===== src/rtl/imem_loader_if.sv =====
// Byte-stream input handshake and instruction-memory write port of the program loader.
interface imem_loader_if;
  logic [7:0]  in_data;
  logic        in_valid;
  logic        in_ready;
  logic        imem_we;
  logic [31:0] imem_waddr;
  logic [31:0] imem_wdata;

  // Stream source / memory side
  modport master (
    output in_data, in_valid,
    input  in_ready, imem_we, imem_waddr, imem_wdata
  );

  // Loader side
  modport slave (
    input  in_data, in_valid,
    output in_ready, imem_we, imem_waddr, imem_wdata
  );
endinterface


===== src/rtl/imem_loader.sv =====
// Framed byte-stream loader: LEN_LO, LEN_HI, 4*N little-endian data bytes, XOR checksum byte.
// Writes the instruction memory word by word and holds the CPU until a verified image is in.
module imem_loader #(
  parameter int          MAX_WORDS = 1024,
  parameter logic [31:0] BASE_ADDR = 32'h0
) (
  input  logic        clk,
  input  logic        rst,
  input  logic        start,
  imem_loader_if.slave bus,
  output logic        cpu_hold,
  output logic        load_done,
  output logic        load_error,
  output logic [15:0] words_written
);

  localparam logic [15:0] MAX_LEN = 16'(MAX_WORDS);

  typedef enum logic [2:0] {
    S_IDLE, S_LEN_LO, S_LEN_HI, S_DATA, S_CSUM, S_DONE, S_ERROR
  } state_t;

  state_t      state, state_nxt;
  logic [7:0]  len_lo;
  logic [15:0] len;
  logic [23:0] shreg;
  logic [1:0]  byte_cnt;
  logic [7:0]  csum;
  logic        xfer;
  logic        restart;
  logic [15:0] len_full;
  logic        last_word;

  assign bus.in_ready = (state == S_LEN_LO) || (state == S_LEN_HI) ||
                        (state == S_DATA)   || (state == S_CSUM);
  assign xfer      = bus.in_valid && bus.in_ready;
  assign restart   = start && ((state == S_IDLE) || (state == S_DONE) || (state == S_ERROR));
  assign len_full  = {bus.in_data, len_lo};
  assign last_word = (words_written + 16'd1) == len;

  assign cpu_hold   = (state != S_DONE);
  assign load_done  = (state == S_DONE);
  assign load_error = (state == S_ERROR);

  always_comb begin
    state_nxt = state;
    case (state)
      S_IDLE, S_DONE, S_ERROR: if (start) state_nxt = S_LEN_LO;
      S_LEN_LO: if (xfer) state_nxt = S_LEN_HI;
      S_LEN_HI: begin
        if (xfer) begin
          if (len_full == 16'd0)         state_nxt = S_CSUM;
          else if (len_full > MAX_LEN)   state_nxt = S_ERROR;
          else                           state_nxt = S_DATA;
        end
      end
      // The last word's strobe cycle is spent in CSUM, which already accepts bytes.
      S_DATA: if (xfer && (byte_cnt == 2'd3) && last_word) state_nxt = S_CSUM;
      S_CSUM: if (xfer) state_nxt = (bus.in_data == csum) ? S_DONE : S_ERROR;
      default: state_nxt = S_IDLE;
    endcase
  end

  always_ff @(posedge clk) begin
    if (rst) begin
      state          <= S_IDLE;
      byte_cnt       <= 2'd0;
      csum           <= 8'd0;
      words_written  <= 16'd0;
      bus.imem_we    <= 1'b0;
      bus.imem_waddr <= 32'd0;
      bus.imem_wdata <= 32'd0;
    end else begin
      state       <= state_nxt;
      bus.imem_we <= 1'b0;
      if (restart) begin
        words_written <= 16'd0;
        csum          <= 8'd0;
        byte_cnt      <= 2'd0;
      end
      if (xfer) begin
        case (state)
          S_LEN_LO: len_lo <= bus.in_data;
          S_LEN_HI: len    <= len_full;
          S_DATA: begin
            csum     <= csum ^ bus.in_data;
            byte_cnt <= byte_cnt + 2'd1;
            shreg    <= {bus.in_data, shreg[23:8]};
            if (byte_cnt == 2'd3) begin
              bus.imem_we    <= 1'b1;
              bus.imem_wdata <= {bus.in_data, shreg};
              bus.imem_waddr <= BASE_ADDR + {14'd0, words_written, 2'b00};
              words_written  <= words_written + 16'd1;
            end
          end
          default: ;
        endcase
      end
    end
  end

endmodule


===== src/flat_wrapper.sv =====
// flat-port wrapper written by rule: the top's interface ports become plain ports
module imem_loader_flat 
#(
  parameter int          MAX_WORDS = 1024,
  parameter logic [31:0] BASE_ADDR = 32'h0
)
  (clk, rst, start, cpu_hold, load_done, load_error, words_written, bus_in_data, bus_in_valid, bus_in_ready, bus_imem_we, bus_imem_waddr, bus_imem_wdata);
  imem_loader_if bus_i ();
  input  logic clk;
  input  logic rst;
  input  logic start;
  output logic cpu_hold;
  output logic load_done;
  output logic load_error;
  output logic [15:0] words_written;
  input wire logic [$bits(bus_i.in_data)-1:0] bus_in_data;
  input wire logic [$bits(bus_i.in_valid)-1:0] bus_in_valid;
  output wire logic [$bits(bus_i.in_ready)-1:0] bus_in_ready;
  output wire logic [$bits(bus_i.imem_we)-1:0] bus_imem_we;
  output wire logic [$bits(bus_i.imem_waddr)-1:0] bus_imem_waddr;
  output wire logic [$bits(bus_i.imem_wdata)-1:0] bus_imem_wdata;
  assign bus_i.in_data = bus_in_data;
  assign bus_i.in_valid = bus_in_valid;
  assign bus_in_ready = bus_i.in_ready;
  assign bus_imem_we = bus_i.imem_we;
  assign bus_imem_waddr = bus_i.imem_waddr;
  assign bus_imem_wdata = bus_i.imem_wdata;
  imem_loader #(.MAX_WORDS(MAX_WORDS), .BASE_ADDR(BASE_ADDR)) u_core (.clk(clk), .rst(rst), .start(start), .bus(bus_i), .cpu_hold(cpu_hold), .load_done(load_done), .load_error(load_error), .words_written(words_written));
endmodule

===== config.mk =====
export PLATFORM = sky130hd
export DESIGN_NAME = imem_loader_flat
export DESIGN_NICKNAME = d
export VERILOG_FILES = /design/src/rtl/imem_loader_if.sv /design/src/rtl/imem_loader.sv /design/src/flat_wrapper.sv
export SDC_FILE = /design/constraint.sdc
export NUM_CORES = 1
export LEC_CHECK = 0
export CORE_UTILIZATION = 40
export DETAILED_ROUTE_END_ITERATION = 10
export PLACE_DENSITY = 0.75
export SYNTH_ARGS = -nofsm -noshare
export SYNTH_HDL_FRONTEND = slang
export SYNTH_SLANG_ARGS = --single-unit

===== constraint.sdc =====
create_clock -name clk -period 8.25 [get_ports clk]
set_input_delay 1.2375 -clock clk [delete_from_list [all_inputs] [get_ports clk]]
set_output_delay 1.2375 -clock clk [all_outputs]
set_load 0.02 [all_outputs]

# After elaboration in Yosys (flattened, before gate mapping)
# Index checks and enable logic that the tools add are counted.
[totals] latchBits=0 ram_bits=0 elab_cells=70 ff_bits=126 output_inout_bits=85 n_memories=0 mem_bits_ro=0
[classes] order_cmp=1 n_reduce_logical=18 div_mod_pow=0 bitwise_logic=4 mul=0 muxes=20 n_shift=0 addsub=2 eq_ne=15
[ops] op="two-way mux 16 bit" count=4
[ops] op="two-way mux 8 bit" count=3
[ops] op="two-way mux 3 bit" count=7
[ops] op="adder 16 x 1 -> 16 bit (second input constant)" count=1
[ops] op="equality test 16 bit" count=1
[ops] op="greater-than comparator 16 x 11 -> 1 bit (second input constant)" count=1
[ops] op="zero test 16 bit" count=1
[ops] op="case mux 3 bit (5 select lines)" count=1
[ops] op="AND reduction 3 bit" count=4
[ops] op="equality test 3 bit (second input constant)" count=3
[ops] op="equality test 8 bit" count=1
[ops] op="two-way mux 2 bit" count=4
[ops] op="bitwise XOR 8 bit" count=1
[ops] op="equality test 3 x 2 -> 1 bit (second input constant)" count=2
[ops] op="inequality test 2 x 1 -> 1 bit (second input constant)" count=3
[ops] op="OR reduction 3 bit" count=2
[ops] op="logical OR 1 bit" count=5
[ops] op="AND reduction 5 bit" count=1
[ops] op="logical AND 1 bit" count=4
[ops] op="inequality test 2 bit (second input constant)" count=2
[ops] op="equality test 3 x 1 -> 1 bit (second input constant)" count=1
[ops] op="zero test 3 bit" count=1
[ops] op="inequality test 3 bit (second input constant)" count=1
[ops] op="inverter 1 bit" count=3
[ops] op="3 further kinds" count=3

# Longest topological paths before layout
# Gate-level depths: netlist (run 1).
[depth] depth_word=9 mapped_depth=9 depth_no_buf=8

# Worst setup path after synthesis (run 1)
# OpenSTA, ideal clock, no wires.
[synth_path] path_type="input -> register" startpoint="in rst" endpoint="reg u_core.len[0] (enable)" t_required_ps=7820 t_arrival_ps=3054 setup_slack_ps=4766 cell_stages=2 cell_sequence="clkbuf_1 -> nor4_1"
[synth_via] elab_chain_cells=2
[synth_rtl] element="start: declaration" line="flat_wrapper.sv:10" source="input logic rst;"
[synth_rtl] element="inverter 1 bit (no line)"
[synth_rtl] element="AND reduction 3 bit (no line)"
[synth_rtl] element="end signal: assignment" line="imem_loader.sv:84" source="S_LEN_HI: len <= len_full;"
[synth_rtl] element="end: declaration" line="imem_loader.sv:25" source="logic [15:0] len;"
# Every way passes these cells.
# A chain may end at the register's enable or synchronous reset.

# Worst setup path after layout (run 1)
[layout_path] startpoint="in bus_in_valid" endpoint="reg u_core.words_written[12]"
[layout_via] elab_chain_cells=2
[layout_rtl] element="start: declaration" line="flat_wrapper.sv:17" source="input wire logic [$bits(bus_i.in_valid)-1:0] bus_in_valid;"
[layout_rtl] element="logical AND 1 bit" line="imem_loader.sv:36" source="assign xfer = bus.in_valid && bus.in_ready;"
[layout_rtl] element="two-way mux 16 bit" line="imem_loader.sv:81" source="if (xfer) begin"
[layout_rtl] element="end signal: assignment" line="imem_loader.sv:93" source="words_written <= words_written + 16'd1;"
[layout_rtl] element="end: declaration" line="imem_loader.sv:14" source="output logic [15:0] words_written"
# Every way passes these cells.

==> results by group, run 1 <==
Die
  • Die Y: between 100 and 150 um
  • Row count: 41
  • Die area: between 0.01 and 0.015 mm2
  • Io pins: between 90 and 100
  • Core area: roughly 0.013 mm2
  • Chip width: approximately 120 um
  • Initial Util: between 40% and 50%

Timing
  • FMAX: 276.9 MHz
  • RSZ-0062 raised after global routing: no
  • Setup TNS: 0 ps
  • Final min period: about 3600 ps
  • Final Max Tran Viols: 0
  • Final Hold Viols: 0
  • Setup violators final: 0
  • Least-Margin Pin Slew: around 1100 ps
  • Worst Skew: approximately 6.4 ps
  • Period Utilization, post-route: between 40% and 50%
  • Hold_ws: roughly 450 ps
  • Slew headroom: 28.55%

Run
  • Max Cap Viol: 0

Pwr
  • Switching share of power: 24.47%
  • Flop pwr share: a little over two fifths
  • Sw Pwr: roughly 390 uW
  • Gate power share: ~9.9%
  • Maximum vdd ir drop: ~0.14 mV
  • Clock power share: approximately 46%
  • Pleak: around 0.0022 uW
  • Int Pwr: about 1200 uW
  • Pwr dens: approximately 230 mW/mm2

Route
  • DR WL/cell: ~15 um
  • DRT Pass-1 Iters: 4
  • Drt drc: 0
  • Routed via count: between 4000 and 5000
  • DRT iter0 DRCs: around 250
  • Post-Route WL: about 12 mm
  • Routed Antenna Nets: 0
  • Via density: 5.087

Critical path
  • Reg2Reg Depth: 8
  • Worst R2R Setup Slack: 5310 ps
  • Setup crit start kind: input port
  • Setup crit start: bus_in_valid
  • Setup Crit Path Kind: in2reg
  • Worst-path fanout max: 50
  • CP arrival: a little under 4000 ps
  • Critical path endpoint category: flip-flop
  • R2R Path Start: u_core.words_written[0]
  • CP Data Required Time: around 8600 ps

Layout
  • Synth-to-layout area growth: 26.73%
  • Final layout net count: ~640
  • Share of layout cells above drive strength 1: under 10%
  • Ant diodes: 0
  • Fill cells: around 1200

CTS
  • Num CTS Buffers: 17
  • Reg clk slew, reported paths: ~50 ps
  • Hold buffer count at cts: 0
  • Setup bufs post-CTS: 0
  • Root buffer cell: clkbuf_16
  • H-tree levels: 4
  • Sink Count: about 130
  • Post-cts sizing count: 0
  • CTS tree: yes
  • Clock Tree Buf Depth: 2
  • Clk Latency, worst-skew pair: roughly 400 ps

Yosys
  • Simple-Gate Fraction of Synth Area: around 17%
  • Post-Synth Adder-Cell Area: less than 1%
  • Synth top area share: between 20 and 30%
  • Synth area leader: dfxtp_1
  • Synthesized instance count: 559
  • Synthesized area per cell: roughly 9.5 um2
  • Xor and xnor area share after synthesis: 5.744%
  • Seq/Total Area, Yosys: 56.27%
  • Ys async rst share: 0%
  • Synth top area cells: dfxtp_1, edfxtp_1, nand2_1
  • Netlist cell types: 52
  • Synth cell count leaders: nand2_1, dfxtp_1, a21oi_1
  • Cell Area, Synth: ~0.0053 mm2
  • Yosys warns: 0
  • Post-synth EDFFs: 48
  • Post-synthesis mux area share: 0.7737%
  • Largest family of logic cells by synthesized area: simple AND/OR/NAND/NOR gates
  • Most common cell in the netlist: nand2_1
  • Synth Register Bits: ~130
  • Synth Flop Type: dfxtp_1
  • Compound-Gate Fraction of Synth Area: between 10 and 15%

GRT
  • Initial antenna violation count: 0
  • GRT Total Usage: roughly a fifth
  • Largest net degree at the start of global routing: 58
  • Vias in the first global route: a little over 4000
  • Total grt overflow: 0
  • First-pass GRT wire length: 20.18 mm

Placement
  • Estimated wirelength of the detail-placed design: 8.490 mm
  • PortBufs: 80
  • Routability cong.: 0.8456

Outcome
  • Outcome: complete, no violations

Worst hold path
  • Hold path start: u_core.shreg[19]
  • WHS Path Cells: 0
  • Worst Hold Class: reg2reg
==> metrics by stage <==
step                      utilization, %  cell area (um2)  setup slack (ps)  std cells  total power (uW)
after floorplan                        -             5393              4766        574             815.6
after global placement             48.14             6173              4356        777             851.5
after detailed placement           48.14             6173              4261        777             858.6
after CTS                          52.73             6763              4665        809              1582
after global routing               52.73             6763              4399        809              1627
final                              52.73             6763              4639        809              1575
==> critical path, stage by stage <==
cell	delay, ps
clkdlybuf4s50_1	590
nand2_1	120
or3_2	840
or2_2	600
inv_1	210
and2_1	140
o21ai_0	70
o31ai_1	90
==> flip-flops by register name, summed over array words and instances, names as in the netlist <==
name and cells:
u_core.bus.imem_waddr 16, u_core.bus.imem_wdata 32, u_core.bus.imem_we 1, u_core.byte_cnt 2
u_core.csum 8, u_core.len 16, u_core.len_lo 8, u_core.shreg 24
u_core.state 3, u_core.words_written 16
==> cell usage in the layout, fill, tap and decap left out, drive strengths merged, types with 3 or more instances in the layout <==
master,synthesis,final
nand2b,5,5
nor3,6,6
nand4,4,4
buf,23,4
nand3,12,12
or3,3,3
nor2,27,27
nand2,129,129
edfxtp,48,48
clkinv,1,8
and2,3,3
and3,4,4
xnor2,25,25
conb,1,16
a211oi,3,3
o31ai,8,8
nor4,6,6
xor2,10,10
dfxtp,78,78
a21oi,57,57
mux2i,3,3
clkdlybuf4s50,0,79
clkbuf,29,19
inv,7,10
o21ai,40,40
==> layer usage <==
metal | part of all wire (%) | track usage, % | vias to the layer above
met5 | 0 | 0 | -
met4 | 1.3 | 7.452 | 0
met3 | 6.1 | 4.797 | 13
met2 | 48 | 30.18 | 167
met1 | 45 | 23.86 | 1907
li1 | - | - | 2028
==> area by class of cell <==
cell class,count,area [um2],share of cell area [%]
sequential,126,3003,44.40
multi-input combinational,388,2107,31.16
timing repair buffer,83,818.3,12.10
clock buffer,19,454.2,6.716
tap,172,215.2,3.182
clock inverter,13,135.1,1.998
inverter,8,30.03,0.4440
==> cell families (layout without fill, tap and decap cells) <==
group	Yosys count	count (layout)
flip-flops	126	126
AO/OA/AOI/OAI	126	126
XOR/XNOR	35	35
adder cells (fa/ha/maj)	2	2
buffers and inverters	60	123
AND/OR/NAND/NOR	205	205
other	1	16
multiplexers	4	4
==> final timing paths <==
check                                                 to
worst min-delay path                    u_core.shreg[11]
worst max register to register           u_core.state[2]
worst max-delay path            u_core.words_written[12]
worst min register to register          u_core.shreg[11]
==> power groups by stage <==
stage | clock network, uW | registers, uW | logic (uW)
detailed placement | 0 | 705 | 154
global placement | 0 | 703 | 149
floorplan | 0 | 687 | 129
global route | 763 | 695 | 170
CTS | 736 | 691 | 155
finish | 727 | 692 | 155
Power figures use the tool's default switching activity.
==> run 2, diff against run 1 <==
==> constraint.sdc (replaced) <==
create_clock -name clk -period 3.76 [get_ports clk]
set_input_delay 0.564 -clock clk [delete_from_list [all_inputs] [get_ports clk]]
set_output_delay 0.564 -clock clk [all_outputs]
set_load 0.02 [all_outputs]
==> run 2 against run 1 <==
Effect of this change: via count increased by 1.8%; die area unchanged; combinational power grew 130%; critical path type is now reg2reg; clock skew increased by 1.2 ps; wire length rose by 4.0%; sequential power is 120% higher; highest routed layer unchanged; worst setup slack lost 3800 ps; clock-buffer cell count rose by 1; critical path depth down 1; worst hold slack worse by 2.8 ps; sequential share of layout area barely moved; utilization hardly changed.
==> results by group, run 2 (synthesis results as in run 1) <==
Outcome
  • Outcome: complete, no violations

Timing
  • Slew headroom: a little under a third
  • FMAX: about 340 MHz
  • Final Hold Viols: 0
  • RSZ-0062 raised after global routing: no
  • Final Max Tran Viols: 0
  • Setup TNS: 0 ps
  • Least-Margin Pin Slew: roughly 1000 ps
  • Worst Skew: about 7.6 ps
  • Period Utilization, post-route: between 70% and 80%
  • Setup WS post-layout: between 800 and 900 ps
  • Final min period: between 2000 and 3000 ps
  • Setup violators final: 0

Worst hold path
  • Worst Hold Class: reg2reg
  • Hold EP: u_core.shreg[1]
  • WHS Path Cells: 0
  • Hold path start: u_core.shreg[9]

Layout
  • Fill cells: ~1100
  • Top Registers: u_core.bus.imem_wdata: 32 flops, u_core.shreg: 24 flops
  • Ant diodes: 0
  • Share of layout cells above drive strength 1: ~8%
  • Commonest non-fill, non-tap cell in the layout: nand2_1
  • Largest register FFs: 32
  • Post-route cell area: about 0.0068 mm2
  • Most flop-heavy register: u_core.bus.imem_wdata
  • Most frequent cells in the layout: nand2_1, clkdlybuf4s50_1, dfxtp_1
  • Seq. cell area: between 0.003 and 0.004 mm2
  • Final layout net count: approximately 640
  • Synth-to-layout area growth: 26.85%
  • Multi-input logic area: roughly 0.0021 mm2

Route
  • Drt drc: 0
  • Routed Antenna Nets: 0
  • DRT Pass-1 Iters: 5
  • Routed via count: 4189
  • Post-Route WL: around 13 mm
  • DRT iter0 DRCs: roughly 370
  • DR WL/cell: 15.89 um
  • Via density: around 5

Critical path
  • CP arrival: 3230 ps
  • Cell family with most CP delay: compound AO/OA/AOI/OAI gates
  • Worst R2R Setup Slack: 830 ps
  • Reg2Reg Depth: 7
  • R2R Path Start: u_core.words_written[4]
  • Critical path endpoint category: flip-flop
  • Worst-path fanout max: 13
  • Crit-path slowest cell: dfxtp_1
  • Setup crit start kind: flip-flop
  • CP peak stage delay: about 640 ps
  • Setup Crit Path Kind: reg2reg
  • Reg2reg end: u_core.state[2]
  • CP Data Required Time: just over 4000 ps
  • Setup crit start: u_core.words_written[4]
  • WP buf/inv: 0
  • Crit path cell chain: nand3_2 > nor3_2 > o32ai_1 > a2111o_1 > nor4_4 > a31oi_1 > o41ai_2

Die
  • Io pins: 97
  • Row count: 41
  • Die Y: 117.5 um
  • Core area: 0.01282 mm2
  • Initial Util: a little over two fifths
  • Chip width: between 100 and 150 um
  • Die area: 0.01381 mm2

CTS
  • Reg clk slew, reported paths: ~60 ps
  • H-tree levels: 4
  • Hold buffer count at cts: 0
  • Clk Latency, worst-skew pair: 410 ps
  • Sink Count: about 130
  • Post-cts sizing count: 0
  • Root buffer cell: clkbuf_16
  • Clock Tree Buf Depth: 2
  • Setup bufs post-CTS: 0
  • CTS tree: yes
  • Num CTS Buffers: 17

GRT
  • GRT Total Usage: between 15 and 20%
  • Largest net degree at the start of global routing: 57
  • Total grt overflow: 0
  • Initial antenna violation count: 0
  • Vias in the first global route: around 4000
  • First-pass GRT wire length: about 21 mm

Placement
  • Routability cong.: between 0.9 and 1
  • Setup WS pre-CTS: 688.3 ps
  • PortBufs: 80
  • Estimated wirelength of the detail-placed design: between 8 and 9 mm
  • Placed cell areas: a little over 0.006 mm2

Pwr
  • Maximum vdd ir drop: between 0.3 and 0.4 mV
  • Pwr dens: around 500 mW/mm2
  • Pleak: around 0.0022 uW

Run
  • Max Cap Viol: 0
run 2: cell types whose count changed in the layout (fill, tap and decap cells not counted), sizes merged:
| cell | before | now |
|---|---|---|
| buf | 4 | 8 |
| clkbuf | 19 | 20 |
| bufinv | 2 | 1 |
| clkinvlp | 1 | 2 |
| clkinv | 8 | 5 |
| inv | 10 | 12 |
run 2: area by class of cell:
| type | instances | share of cell area [%] |
|---|---|---|
| clock buffers | 20 | 6.747 |
| clock inverters | 12 | 1.608 |
| inverters | 8 | 0.4436 |
| multi-input cells | 388 | 31.13 |
| flip-flops and latches | 126 | 44.36 |
| well taps | 172 | 3.179 |
| repair buffers | 87 | 12.53 |
run 2: worst max-delay path by stage:
| stage | end | slack [ps] | cells past startpoint |
|---|---|---|---|
| 2_1_floorplan | u_core.len[0] | 950 | 2 |
| 3_5_place_dp | u_core.byte_cnt[1] | 690 | 5 |
| 5_1_grt | u_core.state[2] | 690 | 7 |
| 6_report | u_core.state[2] | 830 | 7 |
| 3_3_place_gp | u_core.byte_cnt[1] | 820 | 5 |
| 4_1_cts | u_core.state[2] | 840 | 7 |
run 2: per-stage QoR:
stage	total power, uW	instances	hold slack [ps]	utilization, %
2_1_floorplan	1790	574	426.2	-
3_5_place_dp	1890	781	434.5	48.37
3_3_place_gp	1872	781	430.5	48.37
6_report	3418	813	443.2	52.78
5_1_grt	3532	813	459.2	52.78
4_1_cts	3429	813	446.9	52.78
run 2: metal layers:
metal	wire length, um	track usage, %
met2	6282	31.62
met4	194	9.135
met3	782	3.779
met5	0	0
met1	5661	24.50
run 2: report_power, final:
group	switching (uW)	internal, uW	leakage, uW
Combinational	217	132	0.000905
Sequential	55.5	1460	0.00106
Clock	601	948	0.000276
